## config.mk

```make
export PLATFORM = sky130hd
export DESIGN_NAME = decoder_n_seq
export DESIGN_NICKNAME = d
export VERILOG_FILES = /design/src/rtl/decoder_pkg.sv /design/src/rtl/onehot_dec.sv /design/src/rtl/decoder_n_seq.sv
export SDC_FILE = /design/constraint.sdc
export NUM_CORES = 1
export LEC_CHECK = 0
export ABC_AREA = 1
export CAP_MARGIN = 40
export CORE_MARGIN = 1.5
export CORE_UTILIZATION = 54
export DETAILED_ROUTE_END_ITERATION = 10
export HOLD_SLACK_MARGIN = 0.08
export PLACE_DENSITY = 0.83
export SLEW_MARGIN = 5
export SYNTH_ARGS = -nofsm -noshare
export SYNTH_HDL_FRONTEND = slang
export SYNTH_SLANG_ARGS = --single-unit
```

## constraint.sdc

```tcl
create_clock -name i_clk -period 2.19 [get_ports i_clk]
set_input_delay 0.438 -clock i_clk [delete_from_list [all_inputs] [get_ports i_clk]]
set_output_delay 0.438 -clock i_clk [all_outputs]
set_load 0.02 [all_outputs]
```

## src/rtl/decoder_pkg.sv

```systemverilog
// decoder_pkg
// Shared definitions for the DECODER family: mode encodings, the sequencer
// state type and a helper that turns a select width into an output count.
package decoder_pkg;

  localparam logic MODE_DIRECT = 1'b0;
  localparam logic MODE_SCAN   = 1'b1;

  typedef enum logic [1:0] {
    DISABLED = 2'd0,
    DIRECT   = 2'd1,
    SCAN     = 2'd2
  } state_t;

  function automatic int calcOutCount(input int selW);
    return 1 << selW;
  endfunction

endpackage

```

## src/rtl/onehot_dec.sv

```systemverilog
// onehot_dec
// Purely combinational SEL_W-to-N one-hot decoder with an active-low enable.
// Ports:
//   i_sel   select index
//   i_en_n  active-low enable; 1 forces every output low
//   o_y     one-hot output, bit i_sel high when enabled
module onehot_dec
  import decoder_pkg::*;
#(
  parameter int SEL_W = 3
) (
  input  logic [SEL_W-1:0]                 i_sel,
  input  logic                             i_en_n,
  output logic [calcOutCount(SEL_W)-1:0]   o_y
);

  localparam int N = calcOutCount(SEL_W);

  always_comb begin
    o_y = '0;
    for (int i = 0; i < N; i++) begin
      o_y[i] = !i_en_n && (i_sel == SEL_W'(i));
    end
  end

endmodule

```

## src/rtl/decoder_n_seq.sv

```systemverilog
// decoder_n_seq
// Registered binary-to-one-hot decoder with a strobed DIRECT mode and a
// self-stepping SCAN mode with programmable dwell. All outputs are flops.
// Ports:
//   i_clk, i_rst   rising-edge clock, synchronous active-high reset
//   i_en_n         active-low enable; 1 blanks outputs and freezes state
//   i_mode         0 = DIRECT, 1 = SCAN
//   i_valid, i_sel DIRECT-mode strobe and select
//   i_dwell        SCAN-mode dwell; each output held dwell+1 cycles
//   o_y            registered one-hot output (all zeros when inactive)
//   o_y_valid      o_y holds a valid one-hot code
//   o_index        binary index of the current / last selected output
//   o_wrap         one-cycle pulse when the scan wraps back to output 0
module decoder_n_seq
  import decoder_pkg::*;
#(
  parameter int SEL_W   = 3,
  parameter int DWELL_W = 4
) (
  input  logic                           i_clk,
  input  logic                           i_rst,
  input  logic                           i_en_n,
  input  logic                           i_mode,
  input  logic                           i_valid,
  input  logic [SEL_W-1:0]               i_sel,
  input  logic [DWELL_W-1:0]             i_dwell,
  output logic [calcOutCount(SEL_W)-1:0] o_y,
  output logic                           o_y_valid,
  output logic [SEL_W-1:0]               o_index,
  output logic                           o_wrap
);

  localparam int N = calcOutCount(SEL_W);

  state_t               r_state;
  state_t               w_stateNext;
  logic [N-1:0]         r_y;
  logic                 r_yValid;
  logic                 r_wrap;
  logic                 r_primed;
  logic [SEL_W-1:0]     r_index;
  logic [DWELL_W-1:0]   r_cnt;
  logic [DWELL_W-1:0]   r_dwell;

  logic                 w_yLoad;
  logic                 w_decEn_n;
  logic [SEL_W-1:0]     w_decSel;
  logic [N-1:0]         w_decY;
  logic                 w_yValidNext;
  logic                 w_wrapNext;
  logic                 w_primedNext;
  logic [SEL_W-1:0]     w_indexNext;
  logic [DWELL_W-1:0]   w_cntNext;
  logic [DWELL_W-1:0]   w_dwellNext;

  onehot_dec #(.SEL_W(SEL_W)) uDec (
    .i_sel  (w_decSel),
    .i_en_n (w_decEn_n),
    .o_y    (w_decY)
  );

  always_ff @(posedge i_clk) begin
    if (i_rst) begin
      r_state <= DISABLED;
    end else begin
      r_state <= w_stateNext;
    end
  end

  // DIRECT is only entered once something has been captured since reset
  // (r_primed); until then an enabled DIRECT request stays blanked.
  always_comb begin
    w_stateNext = r_state;
    if (i_en_n) begin
      w_stateNext = DISABLED;
    end else if (i_mode == MODE_SCAN) begin
      w_stateNext = SCAN;
    end else if (i_valid || r_primed) begin
      w_stateNext = DIRECT;
    end else begin
      w_stateNext = DISABLED;
    end
  end

  // Next-value logic for the datapath. The single decoder is steered to
  // whichever index is about to be shown; with w_decEn_n high it yields
  // zeros, which is how the blanked state is loaded.
  always_comb begin
    w_yLoad      = 1'b0;
    w_decEn_n    = 1'b1;
    w_decSel     = r_index;
    w_yValidNext = r_yValid;
    w_wrapNext   = 1'b0;
    w_primedNext = r_primed;
    w_indexNext  = r_index;
    w_cntNext    = r_cnt;
    w_dwellNext  = r_dwell;
    case (w_stateNext)
      DISABLED: begin
        w_yLoad      = 1'b1;
        w_yValidNext = 1'b0;
        w_cntNext    = '0;
      end
      DIRECT: begin
        w_cntNext = '0;
        if (i_valid) begin
          w_indexNext  = i_sel;
          w_decSel     = i_sel;
          w_decEn_n    = 1'b0;
          w_yLoad      = 1'b1;
          w_yValidNext = 1'b1;
          w_primedNext = 1'b1;
        end else if (r_state == DISABLED) begin
          // Re-enable: show the frozen index again.
          w_decEn_n    = 1'b0;
          w_yLoad      = 1'b1;
          w_yValidNext = 1'b1;
        end
      end
      SCAN: begin
        w_primedNext = 1'b1;
        w_yValidNext = 1'b1;
        if (r_state != SCAN) begin
          // Entry or resume: full dwell period at the current index.
          w_decEn_n   = 1'b0;
          w_yLoad     = 1'b1;
          w_cntNext   = '0;
          w_dwellNext = i_dwell;
        end else if (r_cnt == r_dwell) begin
          w_indexNext = r_index + SEL_W'(1);
          w_decSel    = r_index + SEL_W'(1);
          w_decEn_n   = 1'b0;
          w_yLoad     = 1'b1;
          w_cntNext   = '0;
          w_dwellNext = i_dwell;
          w_wrapNext  = (r_index == SEL_W'(N - 1));
        end else begin
          w_cntNext = r_cnt + DWELL_W'(1);
        end
      end
      default: begin
        w_yLoad      = 1'b1;
        w_yValidNext = 1'b0;
      end
    endcase
  end

  always_ff @(posedge i_clk) begin
    if (i_rst) begin
      r_y      <= '0;
      r_yValid <= 1'b0;
      r_wrap   <= 1'b0;
      r_primed <= 1'b0;
      r_index  <= '0;
      r_cnt    <= '0;
      r_dwell  <= '0;
    end else begin
      if (w_yLoad) begin
        r_y <= w_decY;
      end
      r_yValid <= w_yValidNext;
      r_wrap   <= w_wrapNext;
      r_primed <= w_primedNext;
      r_index  <= w_indexNext;
      r_cnt    <= w_cntNext;
      r_dwell  <= w_dwellNext;
    end
  end

  assign o_y       = r_y;
  assign o_y_valid = r_yValid;
  assign o_index   = r_index;
  assign o_wrap    = r_wrap;

endmodule
```

==> impl_metrics.py, run 1 <==
metrics = {
    "drt": {
        "via_per_inst": 4.96,
        "postRouteWirelength_um": 2620,
        "postRouteAntennaNets": 0,
        "wl_per_cell_um": 11.9,
        "drtIter0Drc": 20,
        "dr_total_vias": 1092,
        "dr.pass1.iters": 4,
        "drc_errors": 0,
    },
    "timing": {
        "rsz0062_at_grt": "false",
        "relSlewSlack_pct": 73.7,
        "timing.final.ws_setup_ns": 0.342,
        "setup_viol": 0,
        "post-route-period-util_pct": 84.4,
        "min_period_ns": 1.85,
        "hold_violations": 0,
        "clock_skew_ns": 0.00711,
        "worst_slew_pin_slew_ns": 0.393,
        "max_freq_mhz": 541,
        "setup_tns_ns": 0,
        "slew_viol_final": 0,
    },
    "synth": {
        "synth_most_common_cell": "nand2_1",
        "yosysTopAreaCellShare_pct": 38.9,
        "syn_inst": 161,
        "synth_seq_area_share_pct": 38.9,
        "yosysWarningCount": 0,
        "syn-mean-instance-area_um2": 7.66,
        "synthArstFlopShare_pct": 0,
        "synthTopCellsByArea": "dfxtp_1 (39%), nand2_1 (12%), inv_1 (5.2%)",
        "yosysUniqueCellTypes": 27,
        "netlist.top_cell.by_area": "dfxtp_1",
        "synth_nets": 176,
        "ys.flop_type": "dfxtp_1",
        "ys_seq_elements": 24,
        "synthTopCellsByCount": "nand2_1 (40), dfxtp_1 (24), inv_1 (17), nor2_1 (13), inv_2 (7)",
        "synth_edf_count": 0,
        "syn_area_mm2": 0.00123,
    },
    "setup_path": {
        "r2r_slack_ns": 0.57,
        "critical-path-top-delay-family": "buffers and inverters",
        "rr_startpoint": "o_index[0]",
        "cpPeakStageDelay_ns": 0.64,
        "r2r_end": "o_y[0]",
        "cp_max_fo": 5,
        "crit_chain": "clkdlybuf4s50_1",
        "critPathBufInv": 1,
        "worstSetupPathType": "reg2out",
        "cp_data_required_time_ns": 1.75,
        "r2r_cells": 9,
        "cp_slowest_cell": "clkdlybuf4s50_1",
        "critical_path.startpoint_type": "flip-flop",
        "end_kind": "output pin",
        "cp.arrival_ns": 1.41,
    },
    "global_route": {
        "grt_usage_pct": 23.4,
        "grt_max_degree": 15,
        "antenna_found_initial": 0,
        "grt_first_pass_wirelength_um": 4590,
        "grt_pass1_vias": 1094,
        "grt_overflow": 0,
    },
    "clock_network": {
        "cts.reportedPaths.clkPinSlew_ns": 0.13,
        "cts_resized": 0,
        "clock_latency_ns": 0.32,
        "cts_buffers": 3,
        "htree_levels": 1,
        "post-cts-setup-buffer-count": 0,
        "cts_sinks": 24,
        "tritoncts": "done",
        "ctsHoldBuffers": 0,
        "cts.root.buffer_cell": "clkbuf_4",
        "cts_buffer_depth": 2,
    },
    "job": {
        "maxCapViolations": 0,
    },
    "pwr": {
        "switching_share_pct": 25.7,
        "p_per_area_mw_per_mm2": 598,
        "p_clk_share_pct": 33.9,
        "sequentialPowerShare_pct": 48.7,
        "power.switching_uw": 245,
        "leakage_uw": 0.000627,
        "p_int_uw": 707,
        "p_comb_share_pct": 17.4,
        "peakVddDrop_v": 0.000639,
    },
    "placed_design": {
        "dp.final_hpwl_um": 2020,
        "io_buffers": 24,
        "gp_congestion": 0.757,
        "place_ws_ns": 0.0799,
    },
    "outcome": {
        "status": "completed",
    },
    "layout": {
        "drive_gt1_share_pct": 22.9,
        "syn_to_final_growth_pct": 29.0,
        "nNetsFinal": 208,
        "insertedDiodeCount": 0,
        "fillers": 179,
    },
    "floorplanning": {
        "die_h_um": 50.8,
        "rows": 17,
        "core_area_mm2": 0.00219,
        "start_util_pct": 56.3,
        "ios": 25,
        "die_area_mm2": 0.00258,
        "fp.dieW_um": 50.8,
    },
    "worst_hold_path": {
        "holdPathStages": 2,
        "min_path_type": "reg2reg",
        "hp-start": "o_y[4]",
        "whs_endpoint": "o_y[4]",
    },
}
## per-layer routing
metal  global-route usage [%]  routed length [µm]  up-vias
met4                     2.70                  13        0
li1                         -                   -      566
met1                     26.0                1160      509
met3                     6.85                  84        3
met2                     45.0                1360       14
met5                        0                   0        -
## sequential cells by signal, indices dropped and copies added (netlist names)
name / cells
o_y_valid: 1
r_state: 2
o_y: 8
r_dwell: 4
r_primed: 1
o_wrap: 1
o_index: 3
r_cnt: 4
## power by group through the flow
stage | Clock, µW | Combinational, µW | Sequential [µW]
after floorplan | 0 | 97.4 | 479
after global placement | 0 | 160 | 472
after detailed placement | 0 | 165 | 473
after CTS | 329 | 166 | 463
after global routing | 346 | 182 | 466
final | 323 | 166 | 463
## final cells by class
type	count	area, µm²	area share [%]
Multi-Input combinational cell	110	647	40.6
Sequential cell	24	480	30.2
Timing Repair Buffer	29	278	17.5
Inverter	25	98.8	6.21
Tap cell	28	35.0	2.20
Clock inverter	1	30.0	1.89
Clock buffer	3	22.5	1.42
## stage by stage
step / std cells / utilization, % / hold slack, ns / instance area (µm²) / total power, µW
finish: 220 / 72.6 / 0.475 / 1590 / 952
detailed placement: 216 / 70.2 / 0.458 / 1540 / 638
floorplan: 161 / - / 0.454 / 1230 / 576
global placement: 216 / 70.2 / 0.456 / 1540 / 633
CTS: 220 / 72.6 / 0.480 / 1590 / 959
global route: 220 / 72.6 / 0.501 / 1590 / 994
## worst register-to-register path, delay by kind of cell, from the launching register on
family | cells | cell delay (ns)
adder cells (fa/ha/maj) | 2 | 0.49
buffers and inverters | 1 | 0.06
AND/OR/NAND/NOR | 5 | 0.53
AO/OA/AOI/OAI | 1 | 0.11
flip-flops | 1 | 0.38
## cells by family (layout without fill, tap and decap cells)
group	after synthesis	after routing	share of synthesized area [%]
AO/OA/AOI/OAI	19	19	12.1
XOR/XNOR	2	2	1.42
adder cells (fa/ha/maj)	3	3	3.04
buffers and inverters	27	58	8.62
flip-flops	24	24	38.9
AND/OR/NAND/NOR	86	86	35.9
## placed cells by master (no fill, tap or decap), types with 2 or more instances in the layout
| master | instances |
|---|---|
| nand3_1 | 5 |
| nand2_2 | 6 |
| nor2_4 | 5 |
| nor2_2 | 3 |
| nand3_2 | 4 |
| ha_1 | 3 |
| nand2_1 | 40 |
| inv_2 | 7 |
| nor2_1 | 13 |
| a21oi_1 | 6 |
| nor3_1 | 5 |
| inv_1 | 17 |
| clkbuf_4 | 3 |
| a211oi_1 | 4 |
| dfxtp_1 | 24 |
| nand2_4 | 2 |
| buf_4 | 5 |
| a21oi_2 | 4 |
| clkdlybuf4s50_1 | 24 |
| nand4_1 | 3 |
## worst max path at each step
stage               start         end  slack (ns)  depth (start not counted)
4_1_cts        o_index[0]  o_index[0]        0.33                          1
2_1_floorplan  o_index[0]      o_y[1]        0.64                          9
5_1_grt        o_index[0]  o_index[0]        0.28                          1
3_3_place_gp       i_en_n      o_y[4]        0.15                         10
6_report       o_index[0]  o_index[0]        0.34                          1
3_5_place_dp       i_en_n      o_y[7]        0.08                         10
(Power assumes the default switching activity.)
==> inputs of run 2 (changes only) <==
- CORE_UTILIZATION: 54 -> 45
- PLACE_DENSITY: 0.83 -> 0.74
- clock period: 2.19 -> 1.59 ns (I/O delays scaled with it)
==> run 2 against run 1 <==
Sequential share of layout area shrank 2.3 points. Clock power up 33%. Sequential power grew 37%. Design area grew 12%. Largest power group unchanged.
==> impl_metrics.py, run 2 (synthesized netlist as in run 1, its figures left out) <==
metrics = {
    "global_route": {
        "antenna_found_initial": 0,
        "grt_max_degree": 15,
        "grt_pass1_vias": 1130,
        "grt_usage_pct": 18.4,
        "grt_overflow": 0,
        "grt_first_pass_wirelength_um": 4620,
    },
    "layout": {
        "multi_input_area_um2": 693,
        "fillers": 221,
        "register_area_um2": 497,
        "drive_gt1_share_pct": 39.7,
        "syn_to_final_growth_pct": 44.5,
        "mostFrequentLayoutCells": "nand2_1 (34), buf_4 (20), dfxtp_1 (15)",
        "nNetsFinal": 225,
        "insertedDiodeCount": 0,
        "layout_commonest_cell": "nand2_1",
        "largest_reg_flops": 8,
    },
    "clock_network": {
        "cts.root.buffer_cell": "clkbuf_4",
        "htree_levels": 1,
        "tritoncts": "done",
        "cts_sinks": 24,
        "clock_latency_ns": 0.31,
        "ctsHoldBuffers": 0,
        "cts_buffer_depth": 2,
        "cts.reportedPaths.clkPinSlew_ns": 0.13,
        "cts_buffers": 3,
    },
    "floorplanning": {
        "fp.dieW_um": 55.4,
        "rows": 18,
        "start_util_pct": 48.5,
        "die_h_um": 55.4,
        "ios": 25,
        "die_area_mm2": 0.00306,
        "core_area_mm2": 0.00254,
    },
    "timing": {
        "setup_viol": 0,
        "max_freq_mhz": 649,
        "rsz0062_at_grt": "true",
        "slew_viol_final": 0,
        "hold_violations": 0,
        "min_period_ns": 1.54,
        "post-route-period-util_pct": 97.0,
        "clock_skew_ns": 0.00678,
        "relSlewSlack_pct": 82.4,
        "worst_slew_pin_slew_ns": 0.264,
        "setup_tns_ns": 0,
        "hold_slack_ns": 0.461,
    },
    "setup_path": {
        "crit_chain": "inv_1 > nand2_1 > nand2_2 > nor2_4 > buf_6 > nand4_1 > nand3_2 > nand2_2 > nor2_4 > nand2_2 > a21oi_2",
        "r2r_slack_ns": 0.05,
        "worstSetupPathType": "reg2reg",
        "cpMostUsedCell": "nand2_2",
        "critPathBufInv": 2,
        "cpPeakStageDelay_ns": 0.38,
        "cp_slowest_cell": "dfxtp_4",
        "cp.arrival_ns": 1.80,
        "cp_max_fo": 5,
        "cp_data_required_time_ns": 1.85,
        "end_kind": "flip-flop",
        "critical-path-top-delay-family": "simple AND/OR/NAND/NOR gates",
        "critical_path.startpoint_type": "flip-flop",
    },
    "placed_design": {
        "io_buffers": 24,
        "dp.final_hpwl_um": 2130,
        "gp_congestion": 0.796,
    },
    "drt": {
        "postRouteAntennaNets": 0,
        "via_per_inst": 4.92,
        "drtIter0Drc": 16,
        "dr.pass1.iters": 4,
        "drc_errors": 0,
        "postRouteWirelength_um": 2780,
        "wl_per_cell_um": 11.6,
        "dr_total_vias": 1175,
    },
    "pwr": {
        "p_per_area_mw_per_mm2": 754,
        "leakage_uw": 0.000805,
        "peakVddDrop_v": 0.000682,
    },
    "job": {
        "maxCapViolations": 0,
    },
    "worst_hold_path": {
        "min_path_type": "reg2reg",
    },
    "outcome": {
        "status": "completed",
    },
}
[run 2: changes by cell type in the layout (fill, tap and decap cells not counted), moves of 6 or more]
cell and delta:
clkdlybuf4s50_1 -16, dlygate4sd2_1 +13, nand2_2 +6, dfxtp_2 +7, buf_4 +15, dfxtp_1 -9
nand2_1 -6
[run 2: path summary, 6_finish.rpt]
path	cells after the start	from	end
max	11	r_cnt[0]	o_y[3]
min	1	r_cnt[0]	r_cnt[0]
max reg2reg	11	r_cnt[0]	o_y[3]
min reg2reg	1	r_cnt[0]	r_cnt[0]
[run 2: power by group]
part	internal [µW]	switching (µW)	total (µW)
clock network	255	176	430
logic	128	151	279
registers	621	14.9	636
total	1000	341	1340
[run 2: routing by layer]
metal  global-route usage [%]  part of all wire [%]  vias to the layer above  wire (µm)
met1                     22.3                    43                      543       1200
met4                     3.14                  0.61                        0         17
met5                        0                     0                        -          0
met2                     32.7                    52                       22       1430
met3                     5.39                   4.6                        4        129
li1                         -                     -                      606          -
[run 2: per-stage QoR]
step | instance area (µm²) | util [%] | power, µW | std cells | setup slack, ns
final | 1780 | 70.1 | 1340 | 239 | 0.0481
after CTS | 1680 | 65.8 | 1330 | 235 | 0.00670
after detailed placement | 1640 | 64.4 | 903 | 231 | -0.372
after floorplan | 1230 | - | 793 | 161 | 0.0436
after global routing | 1780 | 70.1 | 1410 | 239 | -0.0474
after global placement | 1640 | 64.4 | 896 | 231 | -0.305
[run 2: cell type report]
type	count	area share, %
Clock buffer	3	1.26
Clock inverter	1	1.68
Inverter	25	5.54
Multi-Input combinational cell	110	38.9
Sequential cell	24	27.9
Tap cell	30	2.11
Timing Repair Buffer	46	22.7
[run 2: what timing repair did]
item | CTS | global route
resized for setup | 13 | 30
setup buffers | 0 | 4
pin swaps | 0 | 12
gates cloned | 0 | 0
setup endpoints to repair | 17 | 13
==> inputs of run 3 (changes only) <==
- SYNTH_HIERARCHICAL: unset -> 1
==> run 3 against run 2 <==
The run now ends with setup timing left. Design area up 14%. Critical path depth unchanged. Clock power down 32%. Final cell count up 8.4%. Register-to-register slack worse by 0.18 ns. Worst hold slack better by 0.00060 ns. Power down 7.6%. Via count up 18%. Utilization up 4.4 points. Synthesized cell count up 8.1%. Combinational power up 12%. Sequential power about the same.
==> impl_metrics.py, run 3 <==
metrics = {
    "drt": {
        "dr_total_vias": 1388,
        "drtIter0Drc": 56,
        "drc_errors": 0,
        "dr.pass1.iters": 4,
        "postRouteWirelength_um": 3810,
        "via_per_inst": 5.36,
        "wl_per_cell_um": 14.7,
        "postRouteAntennaNets": 0,
    },
    "synth": {
        "ys_seq_elements": 24,
        "yosysWarningCount": 6,
        "synthArstFlopShare_pct": 0,
        "synth_nets": 189,
        "netlist.top_cell.by_area": "dfxtp_1",
        "syn_inst": 174,
        "ys.flop_type": "dfxtp_1",
        "synthTopCellsByArea": "dfxtp_1 (38%), nand2_1 (13%), inv_1 (6.4%)",
        "syn-mean-instance-area_um2": 7.36,
        "yosysUniqueCellTypes": 27,
        "synth_seq_area_share_pct": 37.5,
        "synthTopCellsByCount": "nand2_1 (45), dfxtp_1 (24), inv_1 (22), nand3_1 (15), nor2_1 (14)",
        "synth_most_common_cell": "nand2_1",
        "yosysTopAreaCellShare_pct": 37.5,
        "synth_edf_count": 0,
        "syn_area_mm2": 0.00128,
    },
    "timing": {
        "max_freq_mhz": 580,
        "clock_skew_ns": 0.0163,
        "setup_viol": 8,
        "worst_slew_pin_slew_ns": 0.300,
        "slew_viol_final": 0,
        "min_period_ns": 1.72,
        "hold_violations": 0,
        "timing.final.ws_setup_ns": -0.134,
        "relSlewSlack_pct": 80.0,
        "hold_slack_ns": 0.462,
        "rsz0062_at_grt": "true",
        "post-route-period-util_pct": 108,
    },
    "setup_path": {
        "r2r_slack_ns": -0.13,
        "r2r_end": "o_y[2]",
        "critPathBufInv": 2,
        "critical-path-top-delay-family": "simple AND/OR/NAND/NOR gates",
        "cp_data_required_time_ns": 1.85,
        "cp_max_fo": 4,
        "r2r_cells": 11,
        "critical_path.startpoint_type": "flip-flop",
        "cpPeakStageDelay_ns": 0.38,
        "rr_startpoint": "o_index[0]",
        "crit_chain": "ha_4 > ha_4 > inv_2 > nand4_1 > nand3_4 > nand2_4 > inv_2 > nand2_4 > nor2_4 > nand3_2 > a21oi_2",
        "worstSetupPathType": "reg2reg",
        "cp.arrival_ns": 1.98,
        "end_kind": "flip-flop",
        "cp_slowest_cell": "dfxtp_4",
    },
    "clock_network": {
        "cts_buffers": 3,
        "cts_buffer_depth": 2,
        "clock_latency_ns": 0.33,
        "cts.reportedPaths.clkPinSlew_ns": 0.15,
        "cts.root.buffer_cell": "clkbuf_4",
        "ctsHoldBuffers": 0,
        "cts_sinks": 24,
        "htree_levels": 1,
        "tritoncts": "done",
    },
    "global_route": {
        "grt_overflow": 0,
        "grt_max_degree": 14,
        "grt_usage_pct": 22.6,
        "grt_pass1_vias": 1349,
        "grt_first_pass_wirelength_um": 5700,
        "antenna_found_initial": 0,
    },
    "floorplanning": {
        "fp.dieW_um": 56.4,
        "core_area_mm2": 0.00273,
        "ios": 25,
        "die_h_um": 56.4,
        "die_area_mm2": 0.00318,
        "rows": 19,
        "start_util_pct": 46.9,
    },
    "placed_design": {
        "dp.final_hpwl_um": 2410,
        "placed_cells": 248,
        "io_buffers": 24,
        "gp_congestion": 0.851,
    },
    "pwr": {
        "p_per_area_mw_per_mm2": 610,
        "leakage_uw": 0.000892,
        "peakVddDrop_v": 0.000503,
    },
    "layout": {
        "final_cells": 259,
        "layout_commonest_cell": "buf_4",
        "syn_to_final_growth_pct": 59.0,
        "nNetsFinal": 244,
        "fillers": 202,
        "largest_reg_flops": 8,
        "drive_gt1_share_pct": 50.9,
        "insertedDiodeCount": 0,
        "mostFrequentLayoutCells": "buf_4 (27), nand2_1 (24), nand2_2 (17)",
    },
    "worst_hold_path": {
        "holdPathStages": 4,
        "min_path_type": "in2reg",
        "whs_endpoint": "r_state[0]",
        "hp-start": "i_valid",
    },
    "outcome": {
        "status": "complete, but fails checks",
        "violations": "setup timing",
    },
    "job": {
        "maxCapViolations": 0,
    },
}
-- run 3: metal layers --
metal | routed length [µm] | GRT usage, % | part of all wire, %
met2 | 2070 | 40.7 | 54
met4 | 116 | 11.2 | 3.0
met1 | 1460 | 26.1 | 38
met3 | 164 | 2.76 | 4.3
met5 | 0 | 0 | 0
-- run 3: what timing repair did --
action	CTS	global route
setup buffers	2	5
endpoints found under the setup margin	18	12
resized for setup	42	46
pin swaps	17	28
-- run 3: worst max-delay path by stage --
stage / start / cells past startpoint / end / slack, ns
after floorplan: o_index[0] / 11 / o_y[2] / 0.005
after global placement: i_en_n / 12 / o_y[6] / -0.46
after detailed placement: i_en_n / 13 / o_y[5] / -0.52
after CTS: o_index[0] / 10 / o_y[4] / -0.05
after global routing: o_index[0] / 11 / o_y[2] / -0.19
final: o_index[0] / 11 / o_y[2] / -0.13
-- run 3: final cells by class --
| cell class | count | area [µm²] | area share (%) |
|---|---|---|---|
| tap | 31 | 38.8 | 1.90 |
| clock buffer | 4 | 26.3 | 1.29 |
| sequential | 24 | 497 | 24.4 |
| inverter | 25 | 96.3 | 4.73 |
| multi-input combinational | 121 | 898 | 44.1 |
| timing repair buffer | 54 | 480 | 23.6 |
-- run 3: where the power goes --
part           internal (µW)  total, µW  leakage [µW]  switching (µW)
combinational            133        313      0.000676             180
clock                   98.3        294     0.0000150             195
sequential               621        636      0.000200            15.5
total                    852       1240      0.000892             391
-- run 3: cells by family (layout without fill, tap and decap cells) --
family	Yosys count	after routing	synth area share, %
AO/OA/AOI/OAI	18	18	9.08
adder cells (fa/ha/maj)	3	3	2.93
buffers and inverters	29	83	9.67
XOR/XNOR	2	2	1.37
AND/OR/NAND/NOR	98	98	39.5
flip-flops	24	24	37.5
-- run 3: stage by stage --
stage	TNS, ns	util [%]	worst slack [ns]	cell area [µm²]	power (µW)
floorplan	0	-	0.00522	1290	776
global placement	-3.95	63.1	-0.462	1730	869
detailed placement	-4.75	63.1	-0.516	1730	878
CTS	-0.180	67.5	-0.0491	1840	1180
global route	-1.26	74.5	-0.189	2040	1290
finish	-0.569	74.5	-0.134	2040	1240
-- run 3: tightest hold or removal path, delay by kind of cell --
family / cells / cell delay [ns]
buffers and inverters: 2 / 0.29
AOI/OAI and AO/OA: 1 / 0.09
and+or+nand+nor: 1 / 0.07
==> variant 1, RTL diff (config.mk and constraints of run 2) <==
Make the reset (`i_rst`) asynchronous in 2 clocked blocks. Comments in the files are not updated.
--- a/src/rtl/decoder_n_seq.sv
+++ b/src/rtl/decoder_n_seq.sv
@@ -61,3 +61,3 @@
 
-  always_ff @(posedge i_clk) begin
+  always_ff @(posedge i_clk or posedge i_rst) begin
     if (i_rst) begin
@@ -147,3 +147,3 @@
 
-  always_ff @(posedge i_clk) begin
+  always_ff @(posedge i_clk or posedge i_rst) begin
     if (i_rst) begin
Behaviour: differs if i_rst is asserted again (counterexample within 4 cycles, from zero or initial values and one cycle with i_rst high); with i_rst held inactive, the same outputs for 10 cycles.
==> variant 1 against run 2 <==
- die area grew 7.9%
- global-route usage fell by 1.3 points
- clock power down 40%
- critical endpoint is now o_index[2]
- total power up 5.6%
- synthesized area rose by 8.3%
- highest routed layer is now met3
- cell area rose by 0.98%
- critical path depth fell by 10
- sequential cell count unchanged
- setup slack improved by 26 ps
- first-iteration DRC count grew 63%
- sequential share of layout area is 5.5 points higher
- wire length down 4.0%
==> variant 1: results (changes against run 2) <==
finish:
  bufAreaShareNonClock_pct: 20.71  # -2.0 points
  register_area_um2: 600.6  # +21%
  finalInstanceArea_um2: 1800  # +0.98%
  multi_input_area_share_pct: 37.25  # -1.6 points
  drive_above_1_share_pct: 32.29  # -7.4 points
  inverters: 25  # unchanged
  buffers: 43  # -6.5%
  clkCellAreaFrac_pct: 1.251  # -1.7 points
  nMultiInputCombCells: 97  # -12%
  nFillCells: 249  # +13%
  seq_cell_count: 24  # unchanged
worst_setup_path:
  reg2reg_from: "o_index[1]$_DFF_PP0_"
  critPathLaunch: "o_index[2]$_DFF_PP0_"
  rrSetupSlack_ps: 90  # +40 ps
  slowest_stage: "dfrtp_1"
  r2r_cells: 10  # -1
  endpoint: "o_index[2]"
  path_max_fanout: 4  # -1
  arrival_ps: 1200  # -600 ps
  reg2reg_to: "o_y[4]$_DFFE_PP0P_"
  cp_top_family: "flip-flops"
  critPathMaxStageDelay_ps: 510  # +130 ps
routing:
  viasPerCell: 4.771  # -2.9%
  drtIter0Drc: 26  # +10
  vias: 1064  # -9.4%
  wirelength_mm: 2.667  # -4.0%
yosys:
  synth_xor_area_share_pct: 1.311  # -0.11 points
  ys_seq_area_share_pct: 44.94  # +6.0 points
  synth_ff_type: "dfrtp_1"
  avgSynthCellArea_um2: 9.153  # +19%
  synth_common_cells: "34 x nand2_1, 24 x dfrtp_1, 19 x inv_1, 12 x nor2_1, 10 x nand2_2"
  syn_nets: 161  # -8.5%
  synth_area_leaders: "dfrtp_1 45%, nand2_1 9.6%, inv_1 5.3%"
  synth_compound_area_share_pct: 8.989  # -3.1 points
  synth_fa_ha_area_share_pct: 2.809  # -0.23 points
global_route:
  grt_pass1_vias: 1019  # -9.8%
  grt_pass1_wl_mm: 4.360  # -5.5%
  overflow: 0  # unchanged
  grt_use_total_pct: 17.12  # -1.3 points
  grt_max_degree: 25  # +10
outcome:
  status: "completed"
sta:
  setup_slack_ps: 73.77  # +25.64 ps
  tightest_slew_ps: 429.6  # +165.1 ps
  skew_ps: 1.502  # -5.275 ps
  whs_ps: 327.7  # -133.3 ps
pwr:
  switching_share_pct: 33.59  # +8.2 points
  clock_power_share_pct: 18.3  # -14 points
  leakage_nw: 0.9388  # +17%
  p_seq_uw: 696  # +9.4%
  p_total_mw: 1.420  # +5.6%
  vdd_drop_max_mv: 0.7494  # +9.9%
place:
  dp_slack_ps: -219.1  # +153.3 ps
  placed_cell_area_um2: 1713  # +4.5%
  port_buffers: 24  # unchanged
  dpl.cell_count: 214  # -7.4%
  dp_hpwl_mm: 2.048  # -3.8%
worst_hold_path:
  min_path_type: "in2async"
-- variant 1: cell types whose count changed after synthesis, moves of 2 or more --
cell / run 2 / this run
a211oi_1: 4 / 0
a21oi_2: 4 / 0
a32oi_1: 0 / 2
dfrtp_1: 0 / 24
dfxtp_1: 24 / 0
inv_1: 17 / 19
inv_2: 7 / 5
nand2_1: 40 / 34
nand2_2: 6 / 10
nand2_4: 2 / 4
nand3_1: 5 / 2
nor3_1: 5 / 1
-- variant 1: worst min-delay path, cell delays in order --
cell	delay, ps
clkdlybuf4s50_1	390
inv_1	50
buf_4	290
-- variant 1: layer usage --
metal / vias up / GRT usage, % / wire (µm)
met5: - / 0 / 0
met2: 18 / 30.84 / 1440
met3: 0 / 4.308 / 93
li1: 544 / - / -
met4: 0 / 1.993 / 0
met1: 502 / 21.21 / 1133
-- variant 1: repair_timing --
action                                  4_1_cts  5_1_grt
cloned                                        0        0
gates resized for setup                      12        7
pin swaps                                     0        8
buffers inserted                              0        6
hold buffers                                  0        0
endpoints found under the setup margin       12        9
==> variant 2, RTL diff (flow settings as in run 2) <==
Made on the original files. `SEL_W` is set to 3 in 2 places; all go to 4.
--- a/src/rtl/onehot_dec.sv
+++ b/src/rtl/onehot_dec.sv
@@ -9,3 +9,3 @@
 #(
-  parameter int SEL_W = 3
+  parameter int SEL_W = 4
 ) (
--- a/src/rtl/decoder_n_seq.sv
+++ b/src/rtl/decoder_n_seq.sv
@@ -16,3 +16,3 @@
 #(
-  parameter int SEL_W   = 3,
+  parameter int SEL_W   = 4,
   parameter int DWELL_W = 4
Interface: changed (resized i_sel, o_index and o_y); port bits go from 25 to 35. The function was not compared with the original's and may differ.
==> variant 2 against run 2 <==
- the run now ends with setup timing left
- hold slack improved by 2.3 ps
- setup slack got worse by 130 ps
- die area grew 39%
- wire length grew 43%
- sequential cell count is 9 higher
- synthesized area is 41% higher
- clock skew shrank 3.5 ps
- largest power group unchanged
- cell area grew 41%
- total power rose by 39%
==> variant 2: results (changes against run 2) <==
worst_setup_path:
  arrival_ps: 1890  # +90 ps
  critPathMaxStageDelay_ps: 350  # -30 ps
finish:
  clkCellAreaFrac_pct: 3.327  # +0.38 points
  inverters: 29  # +16%
  nFillCells: 320  # +45%
  nClkBuffers: 7  # +4
  nMultiInputCombCells: 157  # +43%
  multi_input_area_share_pct: 39.87  # +0.99 points
  layout.nets: 305  # +36%
outcome:
  status: "finished with violations"
  violations: "setup timing"
yosys:
  syn_nets: 237  # +35%
  synth_area_leaders: "dfxtp_1 38%, nand2_1 15%, a21oi_2 8.1%"
routing:
  drtIter0Drc: 71  # +55
  wirelength_mm: 3.972  # +43%
global_route:
  grt_max_degree: 17  # +2
  grt_pass1_wl_mm: 6.279  # +36%
clocking:
  clock_sinks: 33  # +38%
  post_cts_buffers: 8  # +8
  htreeDepth: 2  # +1
worst_hold_path:
  hold_depth: 2  # +1
sta:
  skew_ps: 3.303  # -3.474 ps
  setup_slack_ps: -81.50  # -129.6 ps
  setup_viol: 16  # +16
pwr:
  power_density_nw_per_um2: 740.5  # -1.8%
==> variant 2: changes by cell type after synthesis, moves of 2 or more <==
cell	delta
a211oi_1	-4
a21oi_2	+12
dfxtp_1	+9
inv_1	+3
nand2_1	+28
nand2_4	+4
nand3_1	+3
nor2_1	-2
nor2_4	+5
nor3_1	-5
o21ai_0	+6
==> variant 2: cell families after synthesis <==
logic type / after synthesis / share of synthesized area, %
xor+xnor: 3 / 1.511
flops: 33 / 37.99
fa+ha+maj: 2 / 1.439
simple gates: 119 / 36.98
compound gates: 33 / 14.96
buf+inv: 32 / 7.122
==> variant 2: stage by stage <==
stage	area [µm²]	util, %	hold WS (ps)	setup WS, ps	instances
finish	2520	68.32	463.4	-81.50	339
global route	2520	68.32	481.2	-191.0	339
CTS	2477	67.16	466.0	-53.19	339
detailed placement	2305	62.48	458.3	-407.9	323
global placement	2305	62.48	454.1	-380.1	323
floorplan	1739	-	380.4	30.67	222
